### config.mk
export PLATFORM = sky130hd
export DESIGN_NAME = cpu4_prog_mem_flat
export DESIGN_NICKNAME = d
export VERILOG_FILES = /design/src/rtl/cpu4_pkg.sv /design/src/rtl/cpu4_prog_mem_if.sv /design/src/rtl/cpu4_mem_array.sv /design/src/rtl/cpu4_prog_mem.sv /design/src/flat_wrapper.sv
export SDC_FILE = /design/constraint.sdc
export NUM_CORES = 1
export LEC_CHECK = 0
export ABC_AREA = 0
export BUFFER_PORTS_ARGS = -buffer_cell sky130_fd_sc_hd__buf_2
export CORE_UTILIZATION = 55
export DETAILED_ROUTE_END_ITERATION = 16
export GPL_TIMING_DRIVEN = 1
export PLACE_DENSITY = 0.71
export SLEW_MARGIN = 5
export SYNTH_ARGS = -nofsm -noshare
export SYNTH_HDL_FRONTEND = slang
export SYNTH_SLANG_ARGS = --single-unit
### constraint.sdc
create_clock -name clk -period 10.4 [get_ports clk]
set_input_delay 0.52 -clock clk [delete_from_list [all_inputs] [get_ports clk]]
set_output_delay 0.52 -clock clk [all_outputs]
set_load 0.02 [all_outputs]
### src/rtl/cpu4_pkg.sv
// Shared definitions for the 4-bit nibble CPU slice: bus widths, memory-controller
// FSM states and the CPU bus-phase encoding.
package cpu4_pkg;

  localparam int unsigned CPU4_ADDR_W = 6;
  localparam int unsigned CPU4_DATA_W = 4;

  // cpu_wcyc encoding: address phase vs. write-back data phase
  localparam logic CPU4_PHASE_ADDR  = 1'b0;
  localparam logic CPU4_PHASE_WDATA = 1'b1;

  typedef enum logic [1:0] {
    ST_RUN   = 2'd0,
    ST_LOAD  = 2'd1,
    ST_FLUSH = 2'd2
  } mem_state_e;

endpackage

### src/rtl/cpu4_prog_mem_if.sv
// Loader and CPU bus bundle for cpu4_prog_mem; master drives loader/CPU side,
// slave is the memory.
interface cpu4_prog_mem_if
  import cpu4_pkg::*;
#(
  parameter int unsigned ADDR_W = CPU4_ADDR_W,
  parameter int unsigned DATA_W = CPU4_DATA_W
);

  logic              prog_en;
  logic              prog_valid;
  logic [DATA_W-1:0] prog_data;
  logic              prog_ready;
  logic              prog_done;
  logic [ADDR_W-1:0] cpu_bus;
  logic              cpu_wcyc;
  logic [DATA_W-1:0] cpu_data;
  logic              cpu_hold;

  modport master (
    output prog_en, prog_valid, prog_data, cpu_bus, cpu_wcyc,
    input  prog_ready, prog_done, cpu_data, cpu_hold
  );

  modport slave (
    input  prog_en, prog_valid, prog_data, cpu_bus, cpu_wcyc,
    output prog_ready, prog_done, cpu_data, cpu_hold
  );

endinterface

### src/rtl/cpu4_mem_array.sv
// DEPTH x DATA_W flop array: async clear, one synchronous write port,
// one combinational read port (read returns the pre-write value).
module cpu4_mem_array #(
  parameter int unsigned ADDR_W = 6,
  parameter int unsigned DATA_W = 4
) (
  input  logic              clk,
  input  logic              rst_p,
  input  logic              we,
  input  logic [ADDR_W-1:0] waddr,
  input  logic [DATA_W-1:0] wdata,
  input  logic [ADDR_W-1:0] raddr,
  output logic [DATA_W-1:0] rdata
);

  localparam int unsigned DEPTH = 1 << ADDR_W;

  logic [DATA_W-1:0] mem_q [DEPTH];

  always_ff @(posedge clk or posedge rst_p) begin
    if (rst_p) begin
      for (int i = 0; i < DEPTH; i++) mem_q[i] <= '0;
    end else if (we) begin
      mem_q[waddr] <= wdata;
    end
  end

  assign rdata = mem_q[raddr];

endmodule

### src/rtl/cpu4_prog_mem.sv
// Program/data memory for the nibble CPU: streaming loader that holds the CPU
// in reset while filling memory, plus the CPU address-latch / write-back path.
module cpu4_prog_mem
  import cpu4_pkg::*;
#(
  parameter int unsigned ADDR_W   = CPU4_ADDR_W,
  parameter int unsigned DATA_W   = CPU4_DATA_W,
  parameter int          PROT_TOP = 0
) (
  input logic            clk,
  input logic            rst_p,
  cpu4_prog_mem_if.slave bus
);

  mem_state_e        state_q, state_d;
  logic [ADDR_W-1:0] cnt_q, cnt_d;
  logic [ADDR_W-1:0] addr_q, addr_d;
  logic              done_q, done_d;
  logic              armed_q, armed_d;
  logic              ready_q;
  logic              hold_q;

  logic              mem_we;
  logic [ADDR_W-1:0] mem_waddr;
  logic [DATA_W-1:0] mem_wdata;
  logic [DATA_W-1:0] mem_rdata;
  logic              cpu_wr_ok;

  // Signed compare keeps PROT_TOP = 0 from being a constant-true unsigned test
  assign cpu_wr_ok = (int'(addr_q) >= PROT_TOP);

  // Next-state, loader counter, address latch and write-port steering
  always_comb begin
    state_d   = state_q;
    cnt_d     = cnt_q;
    addr_d    = addr_q;
    done_d    = done_q;
    armed_d   = armed_q;
    mem_we    = 1'b0;
    mem_waddr = addr_q;
    mem_wdata = bus.cpu_bus[DATA_W-1:0];

    unique case (state_q)
      ST_RUN: begin
        if (bus.cpu_wcyc == CPU4_PHASE_ADDR) begin
          addr_d = bus.cpu_bus;
        end else if (cpu_wr_ok) begin
          mem_we = 1'b1;
        end
        // Load entry is edge-armed: prog_en must be seen low in RUN first
        if (!bus.prog_en) begin
          armed_d = 1'b1;
        end else if (armed_q) begin
          state_d = ST_LOAD;
          cnt_d   = '0;
          done_d  = 1'b0;
          armed_d = 1'b0;
        end
      end

      ST_LOAD: begin
        if (!bus.prog_en) state_d = ST_FLUSH;
        if (ready_q && bus.prog_valid) begin
          mem_we    = 1'b1;
          mem_waddr = cnt_q;
          mem_wdata = bus.prog_data;
          cnt_d     = cnt_q + 1'b1;
          if (&cnt_q) begin
            state_d = ST_FLUSH;
            done_d  = 1'b1;
          end
        end
      end

      ST_FLUSH: state_d = ST_RUN;

      default: state_d = ST_RUN;
    endcase
  end

  always_ff @(posedge clk or posedge rst_p) begin
    if (rst_p) begin
      state_q <= ST_RUN;
      cnt_q   <= '0;
      addr_q  <= '0;
      done_q  <= 1'b0;
      armed_q <= 1'b0;
      ready_q <= 1'b0;
      hold_q  <= 1'b0;
    end else begin
      state_q <= state_d;
      cnt_q   <= cnt_d;
      addr_q  <= addr_d;
      done_q  <= done_d;
      armed_q <= armed_d;
      ready_q <= (state_d == ST_LOAD);
      hold_q  <= (state_d != ST_RUN);
    end
  end

  cpu4_mem_array #(
    .ADDR_W (ADDR_W),
    .DATA_W (DATA_W)
  ) u_mem (
    .clk   (clk),
    .rst_p (rst_p),
    .we    (mem_we),
    .waddr (mem_waddr),
    .wdata (mem_wdata),
    .raddr (bus.cpu_bus),
    .rdata (mem_rdata)
  );

  assign bus.prog_ready = ready_q;
  assign bus.prog_done  = done_q;
  assign bus.cpu_hold   = hold_q;
  assign bus.cpu_data   = (bus.cpu_wcyc == CPU4_PHASE_WDATA) ? '0 : mem_rdata;

endmodule

### src/flat_wrapper.sv
// flat-port wrapper written by rule: the top's interface ports become plain ports
module cpu4_prog_mem_flat import cpu4_pkg::*;
#(
  parameter int unsigned ADDR_W   = CPU4_ADDR_W,
  parameter int unsigned DATA_W   = CPU4_DATA_W,
  parameter int          PROT_TOP = 0
)
  (clk, rst_p, bus_prog_en, bus_prog_valid, bus_prog_data, bus_cpu_bus, bus_cpu_wcyc, bus_prog_ready, bus_prog_done, bus_cpu_data, bus_cpu_hold);
  cpu4_prog_mem_if #(.ADDR_W(ADDR_W), .DATA_W(DATA_W)) bus_i ();
  input logic clk;
  input logic rst_p;
  input wire logic [$bits(bus_i.prog_en)-1:0] bus_prog_en;
  input wire logic [$bits(bus_i.prog_valid)-1:0] bus_prog_valid;
  input wire logic [$bits(bus_i.prog_data)-1:0] bus_prog_data;
  input wire logic [$bits(bus_i.cpu_bus)-1:0] bus_cpu_bus;
  input wire logic [$bits(bus_i.cpu_wcyc)-1:0] bus_cpu_wcyc;
  output wire logic [$bits(bus_i.prog_ready)-1:0] bus_prog_ready;
  output wire logic [$bits(bus_i.prog_done)-1:0] bus_prog_done;
  output wire logic [$bits(bus_i.cpu_data)-1:0] bus_cpu_data;
  output wire logic [$bits(bus_i.cpu_hold)-1:0] bus_cpu_hold;
  assign bus_i.prog_en = bus_prog_en;
  assign bus_i.prog_valid = bus_prog_valid;
  assign bus_i.prog_data = bus_prog_data;
  assign bus_i.cpu_bus = bus_cpu_bus;
  assign bus_i.cpu_wcyc = bus_cpu_wcyc;
  assign bus_prog_ready = bus_i.prog_ready;
  assign bus_prog_done = bus_i.prog_done;
  assign bus_cpu_data = bus_i.cpu_data;
  assign bus_cpu_hold = bus_i.cpu_hold;
  cpu4_prog_mem #(.ADDR_W(ADDR_W), .DATA_W(DATA_W), .PROT_TOP(PROT_TOP)) u_core (.clk(clk), .rst_p(rst_p), .bus(bus_i));
endmodule
=== After elaboration in Yosys (flattened, before gate mapping) ===
Cells that the tools add are included.

* Input bits: 15
* Flip-flop bits (word level): 274

* Multiplexer cells: 30
* Bitwise logic cells: 3
* Add/sub/neg operators: 1
* Reduce and logical (&&, ||, !) cells: 9
* Equal/unequal tests: 6
* $lt $le $gt $ge: 3

{| class="wikitable"
|+ Operator list
! kind !! number
|-
| bitwise mux 256 bit || 1
|-
| 2-to-1 mux 6 bit || 5
|-
| binary-select mux 4 bit (select 6 bit) || 1
|-
| demux 4 bit (select 6 bit) || 1
|-
| 2-to-1 mux 4 bit || 6
|-
| >= comparator 7 bit (second input constant) || 2
|-
| inverter 6 -> 7 bit || 2
|-
| case mux 6 bit (2 select lines) || 1
|-
| 2-to-1 mux 2 bit || 5
|-
| less-than comparator 7 x 1 -> 1 bit (second input constant) || 1
|-
| 2-to-1 mux 1 bit || 7
|-
| adder 6 x 1 -> 6 bit (second input constant) || 1
|-
| != test 2 x 1 -> 1 bit (second input constant) || 3
|-
| AND reduction 6 bit || 1
|-
| AND reduction 5 bit || 1
|-
| == test 2 x 1 -> 1 bit (second input constant) || 2
|-
| case mux 1 bit (2 select lines) || 2
|-
| case mux 2 bit (2 select lines) || 1
|-
| AND reduction 4 bit || 1
|-
| nonzero test 2 bit || 2
|-
| logical AND 1 bit || 2
|-
| zero test 2 bit || 1
|-
| != test 2 bit (second input constant) || 1
|-
| AND reduction 2 bit || 1
|-
| inverter 1 bit || 1
|}

=== Logic depth before layout (Yosys ltp) ===
* Depth in word-level cells: 9
* Mapped depth: 8
* Gate-level depth less buffers: 6

=== Hierarchy ===
Synthesis repeated with hierarchy kept, for this count alone.

* Cell total of the unflattened synthesis: 892
* Area total of the unflattened synthesis: 13,083.8 um2

{| class="wikitable"
|+ Modules (own cells, without submodules)
! module !! seq. area each (um2) !! times used !! area each (um2) !! cells an instance
|-
| cpu4_mem_array || 6,406.1 || 1 || 12,131.6 || 810
|-
| cpu4_prog_mem || 450.4 || 1 || 952.2 || 82
|}

=== Worst setup path before layout ===
OpenSTA, ideal clock, no wires.

* Kind: in2out
* Start: input bus_cpu_bus[1]
* End: output bus_cpu_data[1]
* Stages: 6
* Data required time: 9.880 ns
* Buffers on the path: 1
* Path slack: 7.436 ns
* Arrival time: 2.444 ns
* Cells stage by stage: clkbuf_1 > mux4_2 > mux2i_1 > o21ai_0 > a311oi_1 > o41ai_1

* Longest elaborated chain between the ends: 5

{| class="wikitable"
|+ Ends and longest elaborated chain
! what !! RTL line !! source
|-
| from (decl) || flat_wrapper.sv:15 || <nowiki>input wire logic [$bits(bus_i.cpu_bus)-1:0] bus_cpu_bus;</nowiki>
|-
| inverter 6 -> 7 bit (not written as such) || cpu4_mem_array.sv:28 || <nowiki>assign rdata = mem_q[raddr];</nowiki>
|-
| binary-select mux 4 bit (select 6 bit) || cpu4_mem_array.sv:28 ||
|-
| 2-to-1 mux 4 bit (not written as such) (2 in series) || cpu4_mem_array.sv:28 ||
|-
| 2-to-1 mux 4 bit || cpu4_prog_mem.sv:117 || <nowiki>assign bus.cpu_data = (bus.cpu_wcyc == CPU4_PHASE_WDATA) ? '0 : mem_rdata;</nowiki>
|-
| to (decl) || flat_wrapper.sv:19 || <nowiki>output wire logic [$bits(bus_i.cpu_data)-1:0] bus_cpu_data;</nowiki>
|}

No other way between the ends. The select of a mux whose other input is x is not followed.

=== Worst setup path in the final report ===
* Start: input bus_cpu_bus[1]
* End: output bus_cpu_data[2]

The elaborated chain is that of the path after synthesis.

==> metrics.md <==
| Metric | Value |
|---|---|
| Final Net Count | `901` |
| Synth warnings | `0` |
| Global Route Usage Sum | `0.257` |
| Peak supply drop | `roughly 0.00014 V` |
| Max Clock Freq | `0.281 GHz` |
| Clock skew | `roughly 0.030 ns` |
| Pwr Total | `roughly 0.0036 W` |
| Avg WL per Cell | `24.2 um` |
| PortBufs | `21` |
| Max Cap Viol | `0` |
| Die Area | `~24000 um2` |
| Power Density | `258 nW/um2` |
| CTS sink cnt | `274` |
| CP Capture Type | `primary output` |
| Most frequent cell after synthesis | `dfrtp_1` |
| Worst slew pin tran | `1.29 ns` |
| Max-slew headroom | `0.140` |
| Post-cts resize count | `0` |
| Final WL | `29500 um` |
| Post-Syn Nets | `around 900` |
| Largest net degree at the start of global routing | `127` |
| Yosys top cell by area | `dfrtp_1` |
| Final ANT Viol Nets | `0` |
| WS Path Type | `in2out` |
| # diodes | `0` |
| First-pass GRT wire length | `46600 um` |
| Io pins | `22` |
| Final Cycle Share | `0.342` |
| Worst EP required | `9.88 ns` |
| Clk buf depth | `3` |
| Total CTS buffers | `28` |
| Initial drt markers | `roughly 570` |
| Fill count | `1686` |
| Post-synth EDFFs | `0` |
| Die Ht | `155 um` |
| Area of the core | `22800 um2` |
| CP max stage delay | `0.74 ns` |
| Hold Vio Cnt, Final | `0` |
| Status | `finished clean` |
| Pre-CTS setup slack | `6.85 ns` |
| Worst Setup Start Kind | `input port` |
| PnR worst setup slack | `6.84 ns` |
| Setup TNS | `0 ns` |
| Min Hold Slack | `0.183 ns` |
| Via-per-instance ratio | `between 6 and 7` |
| Placed standard-cell area | `13200 um2` |
| Synth top area cells | `dfrtp_1 53%, mux2_2 24%, mux4_2 11%` |
| Post-DP HPWL | `18500 um` |
| Async S/R FF share, synth | `1.00` |
| Post-layout minimum cycle time | `between 3 and 4 ns` |
| Critical path data arrival time | `around 3.0 ns` |
| Area growth syn-to-layout | `9.93%` |
| Synth Flop Type | `dfrtp_1` |
| GP Congestion | `0.846` |
| RSZ-0062 raised after global routing | `false` |
| Yosys top cell area share | `0.534` |
| Static Leak | `6.56 nW` |
| Endpoints failing setup | `0` |
| Max H-tree Level | `1` |
| Worst path slowest cell | `buf_4` |
| Hold-fix buffers at CTS | `0` |
| Root buffer cell | `clkbuf_16` |
| Layout cell share with drive strength beyond 1 | `0.459` |
| Drt first pass iters | `5` |
| Initial antenna violation count | `0` |
| WP buf/inv | `3` |
| Crit-path cells | `buf_4 -> buf_4 -> mux4_2 -> mux2_2 -> o2bb2ai_1 -> a21oi_1 -> a22o_1 -> buf_2` |
| Via count | `7637` |
| Largest delay share family, worst path | `buffers and inverters` |
| CP max FO | `48` |
| Top cells by count, synth | `274 x dfrtp_1, 269 x mux2_2, 64 x mux4_2, 49 x nor2_1, 40 x nand2_1` |
| Final Cell Area | `14100 um2` |
| Netlist cell types | `37` |
| Max Slew Vio Count | `0` |
| Post-Syn Area | `12800 um2` |
| Setup bufs post-CTS | `0` |
| Starting Density | `0.564` |
| Hold WC Path Type | `in2reg` |
| CTS tree | `done` |
| Syn_area_per_cell | `14.5 um2` |
| Synth Register Bits | `between 200 and 300` |
| Synthesized instance count | `883` |
| Clk slew on worst S/H paths | `0.06 ns` |
| CP dominant cell by count | `buf_4` |
| Worst-Skew Late Latency | `about 0.55 ns` |
| Sequential-to-total area share from yosys stat | `0.534` |
| Rows | `55` |
| DRC Markers | `0` |
| Vias in the first global route | `8042` |
| Die X | `~150 um` |
| Total global routing overflow | `0` |
## where the power goes
part | switching, W | internal (W) | leakage, nW
clock network | 0.000402 | 0.000604 | 0.453
registers | 0.000215 | 0.00146 | 3.68
logic | 0.000445 | 0.000521 | 2.42
## worst reg2reg max path: stages, from the launching register on
cell and delay (ns):
dfrtp_1 0.53, nand4b_4 0.36, mux2i_1 0.42, nand4_1 0.79, nor2_1 0.67, mux2_2 0.40
## layer usage
metal,share of wire,GRT usage,up-vias
li1,-,-,3284
met1,0.42,0.348,4080
met2,0.49,0.419,221
met3,0.066,0.0560,52
met4,0.026,0.0778,0
met5,0,0,-
## cell usage in the layout, fill, tap and decap left out, types with 2 or more instances in the layout
cell type / n
and3_1: 4
nor2_1: 49
nand2b_1: 9
nor2b_1: 3
a22o_1: 3
o22ai_1: 13
o21ai_0: 9
mux2i_1: 24
bufinv_16: 3
buf_4: 9
clkbuf_1: 7
clkbuf_8: 3
nand2_1: 37
or2_2: 4
clkinv_2: 5
and4_1: 5
a211oi_1: 2
nand3_1: 12
nand4_1: 7
buf_2: 19
xor2_1: 4
mux2_2: 269
nor3_1: 9
clkbuf_16: 29
nand2_2: 3
mux4_2: 64
a21oi_1: 5
a311oi_1: 3
dfrtp_1: 274
a32oi_1: 2
## sequential cells by signal (all words and copies together) (netlist names)
signal and flops:
u_core.u_mem.mem_q 256, u_core.addr_q 6, u_core.cnt_q 6, u_core.state_q 2
u_core.armed_q 1, u_core.bus.cpu_hold 1, u_core.bus.prog_done 1, u_core.bus.prog_ready 1
## path summary, 6_finish.rpt
check / start / to / slack (ns) / cells after the start
setup / recovery: bus_cpu_bus[1] / bus_cpu_data[2] / 6.84 / 8
setup reg to reg: u_core.state_q[0] / u_core.u_mem.mem_q[23] / 7.11 / 5
hold reg to reg: u_core.u_mem.mem_q[36] / u_core.u_mem.mem_q[36] / 0.50 / 1
max in group asynchronous: rst_p / u_core.u_mem.mem_q[245] / 8.66 / 3
min in group asynchronous: rst_p / u_core.u_mem.mem_q[199] / 0.20 / 2
hold / removal: bus_prog_en / u_core.armed_q / 0.18 / 2
## per-stage QoR
stage                     cells   util
after CTS                  1217  0.620
after detailed placement   1168  0.579
after floorplan             883      -
after global routing       1217  0.620
final                      1217  0.620
after global placement     1168  0.579
## logic make-up after synthesis
logic type      Yosys count  synth area share
buf+inv                  58            0.0185
simple gates            146            0.0545
xor+xnor                  4           0.00273
flops                   274             0.534
compound gates           42            0.0213
fa+ha+maj                 1          0.000974
mux                     358             0.368
## area by class of cell
cell class,count,area [um2],area share
flip-flops and latches,274,6860,0.486
multi-input cells,551,5760,0.408
clock buffers,39,793,0.0562
well taps,313,392,0.0277
repair buffers,28,163,0.0115
clock inverters,10,131,0.00931
inverters,2,15.0,0.00106
(Power assumes the default switching activity.)
